**config.mk**
```make
export PLATFORM = sky130hd
export DESIGN_NAME = thor2023_dcache_wrway_ctrl
export DESIGN_NICKNAME = d
export VERILOG_FILES = /design/src/rtl/thor2023_dcache_wrway_ctrl.sv
export SDC_FILE = /design/constraint.sdc
export NUM_CORES = 1
export LEC_CHECK = 0
export ABC_AREA = 1
export BUFFER_PORTS_ARGS = -buffer_cell sky130_fd_sc_hd__buf_4
export CAP_MARGIN = 30
export CORE_MARGIN = 4
export CORE_UTILIZATION = 40
export CTS_CLUSTER_SIZE = 10
export DETAILED_ROUTE_END_ITERATION = 7
export PLACE_DENSITY = 0.74
export RECOVER_POWER = 100
export SYNTH_ARGS = -nofsm -noshare
export SYNTH_HDL_FRONTEND = slang
export SYNTH_SLANG_ARGS = --single-unit
```
**constraint.sdc**
```tcl
create_clock -name clk -period 1.64 [get_ports clk]
set_clock_uncertainty 0.1 [all_clocks]
set_input_delay 0 -clock clk [delete_from_list [all_inputs] [get_ports clk]]
set_output_delay 0 -clock clk [all_outputs]
set_load 0.005 [all_outputs]
```
**src/rtl/thor2023_dcache_wrway_ctrl.sv**
```systemverilog
// Per-bank write strobe and write-way selection for the Thor2023 4-way data cache.
// Store hits write the hit way; miss fills write a pseudo-random victim taken from a 17-bit LFSR.
module thor2023_dcache_wrway_ctrl #(
   parameter logic [6:0]  ST_LOOKUP    = 7'd1,
   parameter logic [6:0]  ST_STORE_ACK = 7'd2,
   parameter logic [3:0]  FN_STORE     = 4'h1,
   parameter int unsigned ACR_C        = 3,
   parameter logic [16:0] LFSR_SEED    = 17'h00001
) (
   input  logic        clk,
   input  logic        rst,
   input  logic [6:0]  state,
   input  logic        wr_dc,
   input  logic        ack,
   input  logic [3:0]  func,
   input  logic        dce,
   input  logic [3:0]  hit,
   input  logic        hit2,
   input  logic        inv,
   input  logic [3:0]  acr,
   input  logic        eaeo,
   input  logic        daeo,
   output logic        wr,
   output logic [1:0]  rway,
   output logic [1:0]  wway,
   output logic [16:0] lfsr_o
);

   logic [16:0] lfsr_q, lfsr_d;
   logic [1:0]  wway_q, wway_d;
   logic        lookup_here;
   logic        fill_wr;
   logic        store_wr;
   logic        write_allowed;

   // x^17 + x^14 + 1, maximal length; free-running so victim choice decorrelates from access pattern.
   always_comb begin
      lfsr_d = {lfsr_q[15:0], lfsr_q[16] ^ lfsr_q[13]};
   end

   // Highest-index hit wins; a well-formed tag array never reports more than one hit.
   always_comb begin
      rway = 2'd0;
      if (hit[3]) begin
         rway = 2'd3;
      end else if (hit[2]) begin
         rway = 2'd2;
      end else if (hit[1]) begin
         rway = 2'd1;
      end
   end

   assign lookup_here = (state == ST_LOOKUP) && eaeo && dce;

   // The write way is latched at lookup and held through the later fill or store write.
   always_comb begin
      wway_d = wway_q;
      if (lookup_here) begin
         if (hit2 && (|hit)) begin
            wway_d = rway;
         end else if (!hit2) begin
            wway_d = lfsr_q[1:0];
         end
      end
   end

   always_ff @(posedge clk) begin
      if (rst) begin
         lfsr_q <= LFSR_SEED;
         wway_q <= 2'd0;
      end else begin
         lfsr_q <= lfsr_d;
         wway_q <= wway_d;
      end
   end

   assign write_allowed = !inv && dce && acr[ACR_C];
   assign fill_wr       = wr_dc && daeo;
   assign store_wr      = (state == ST_STORE_ACK) && ack && (func == FN_STORE) && hit2 && eaeo;

   assign wr     = write_allowed && (fill_wr || store_wr);
   assign wway   = wway_q;
   assign lfsr_o = lfsr_q;

endmodule

```
==> run summary <==
status = completed
Critical Path Source Type = input pin
Initial Util = 0.427
Cell variety after synth = 15
critical path launch point = state[6]
Pre-Repair DR Iteration Count = 4
R2R Setup Slk = 0.79 ns
clock sink count = 19
Die Y = 54.2 um
clk_lat worst skew = 0.29 ns
initial antenna violation count = 0
Worst Path Arrival = 1.66 ns
unrepaired setup endpoints after global routing = false
crit path time final = 1.53 ns
Fin Setup TNS = 0 ns
cells after synthesis = 116
DP HPWL = 1490 um
Inst Count DP = 171
layout cells sized above 1 = 0.322
cts bufs inserted = 3
fin nets = 181
Port Buffer Count = 46
Post-Layout Cell Count = 179
setup bufs post-CTS = 0
post-cts resize count = 0
most frequent cells in the layout = 25 x inv_1, 25 x nor2_1, 24 x buf_4
Area Overhead vs Synth = 34.3%
P per Cell Area = 697 nW/um^2
crit path capture = wway[1]$_SDFFE_PP0P_
critical path required time = 1.77 ns
diodes inserted = 0
Ports = 50
Final Instance Area = 1150 um^2
placed cell areas = 1100 um^2
CTS tree = built
Ys Warns = 0
Clock Path Buffers = 2
Syn Std Cell Area = 855 um^2
DRC viols = 0
Final Max Tran Viols = 0
Final Cycle Share = 0.933
HP Start = state[2]
total of max-cap violations = 0
largest net degree at the start of global routing = 19
grt total ovfl = 0
vias in the first global route = 739
tightest hold margin = 0.0308 ns
first-pass GRT wire length = 2910 um
syn nets = 144
vias per cell = 4.16
max_slew headroom = 0.522
Final setup viols = 0
clock-pin slew of the registers on the worst-case setup and hold paths = 0.11 ns
synthesized area per cell = 7.37 um^2
Slew @ Worst Pin = 0.717 ns
Max VDD drop = 0.474 mV
Min-Delay Path Class = input pin to register
core footprint = 2000 um^2
Die Wd = 54.2 um
cell taking the most area after synthesis = dfxtp_1
root buf cell = clkbuf_4
GP Congestion = 0.739
leakage = 0.559 nW
Row Count = 16
Routed Antenna Nets = 0
total global-route track usage = 0.141
crit end category = register
Starting DRT DRC Count = 13
Tot Pwr = 0.799 mW
critical path fanouts, max = 4
worst r2r src = lfsr_o[13]$_SDFF_PP0_
fmax = 654 MHz
Setup CP Type = input pin to register
H-tree Lvls = 1
top post-synthesis cells by area = dfxtp_1 45%, buf_4 14%, inv_1 11%
post-synthesis sequential area ratio = 0.445
top-area cell type share of the netlist area = 0.445
WL/cell = 10.7 um
Hold Fails Final Rpt = 0
die area = 2940 um^2
reg2reg end = lfsr_o[0]$_SDFF_PP1_
Reg2Reg Depth = 3
routed wire length = 1910 um
Via Count = 744
synthesized flop and latch total = 19
## state kept, by name, indices dropped and copies added, names as in the netlist
signal / cells
lfsr_o: 17
wway: 2
## report_power, final
part	leakage [nW]	internal, mW	total [mW]	switching [mW]
registers	0.154	0.467	0.470	0.00357
clock network	0.0177	0.0908	0.227	0.136
logic	0.388	0.0612	0.102	0.0413
total	0.559	0.619	0.799	0.181
## logic make-up (layout without fill, tap and decap cells)
kind of cell / Yosys count / in the layout / synth area share
buf+inv: 43 / 79 / 0.262
compound gates: 4 / 4 / 0.0234
flops: 19 / 19 / 0.445
simple gates: 50 / 50 / 0.269
## layer usage
layer  global-route usage  part of all wire
met1                0.135              0.37
met4               0.0622             0.014
met2                0.261              0.51
met3               0.0545              0.11
met5                    0                 0
## final cells by class
| type | count | area [um^2] |
|---|---|---|
| timing repair buffer | 50 | 364 |
| sequential | 19 | 380 |
| inverter | 25 | 93.8 |
| clock buffer | 3 | 22.5 |
| clock inverter | 1 | 5.00 |
| multi-input combinational | 54 | 248 |
| tap | 27 | 33.8 |
| fill | 213 | 855 |
## worst max-delay path, stage by stage
cell	delay [ns]
dlygate4sd3_1	0.54
clkbuf_2	0.12
nor3_4	0.11
dlygate4sd3_1	0.59
nand3_2	0.10
nand2_1	0.07
nand2_1	0.04
nor2_1	0.08
## worst min-delay path by stage
stage	to	slack [ns]	depth (start not counted)
floorplan	rway[0]	-0.03	1
global placement	rway[1]	0.19	4
detailed placement	rway[0]	0.20	3
CTS	wway[0]$_SDFFE_PP0P_	0.03	7
global route	wway[0]$_SDFFE_PP0P_	0.07	7
finish	wway[0]$_SDFFE_PP0P_	0.03	7
## Yosys cell counts
library cell  count
buf_4            16
nor3_4            1
dfxtp_1          19
nand3_1           4
nor2_2            3
a21oi_1           2
nor2_1           24
inv_1            25
nand2_1          14
o21ai_1           1
o21ai_0           1
nand3_2           1
buf_2             2
nand3b_1          2
nor3b_1           1
## repair_timing
item	CTS	global route
hold buffers	4	0
endpoints found under the hold margin	19	0
endpoints found under the setup margin	0	0
## through the flow
stage,utilization,setup slack [ns]
2_1_floorplan,-,0.896
3_3_place_gp,0.551,0.792
3_5_place_dp,0.551,0.775
4_1_cts,0.585,0.104
5_1_grt,0.573,0.0243
6_report,0.573,0.110
No activity file was read; power rests on OpenSTA's default activity.
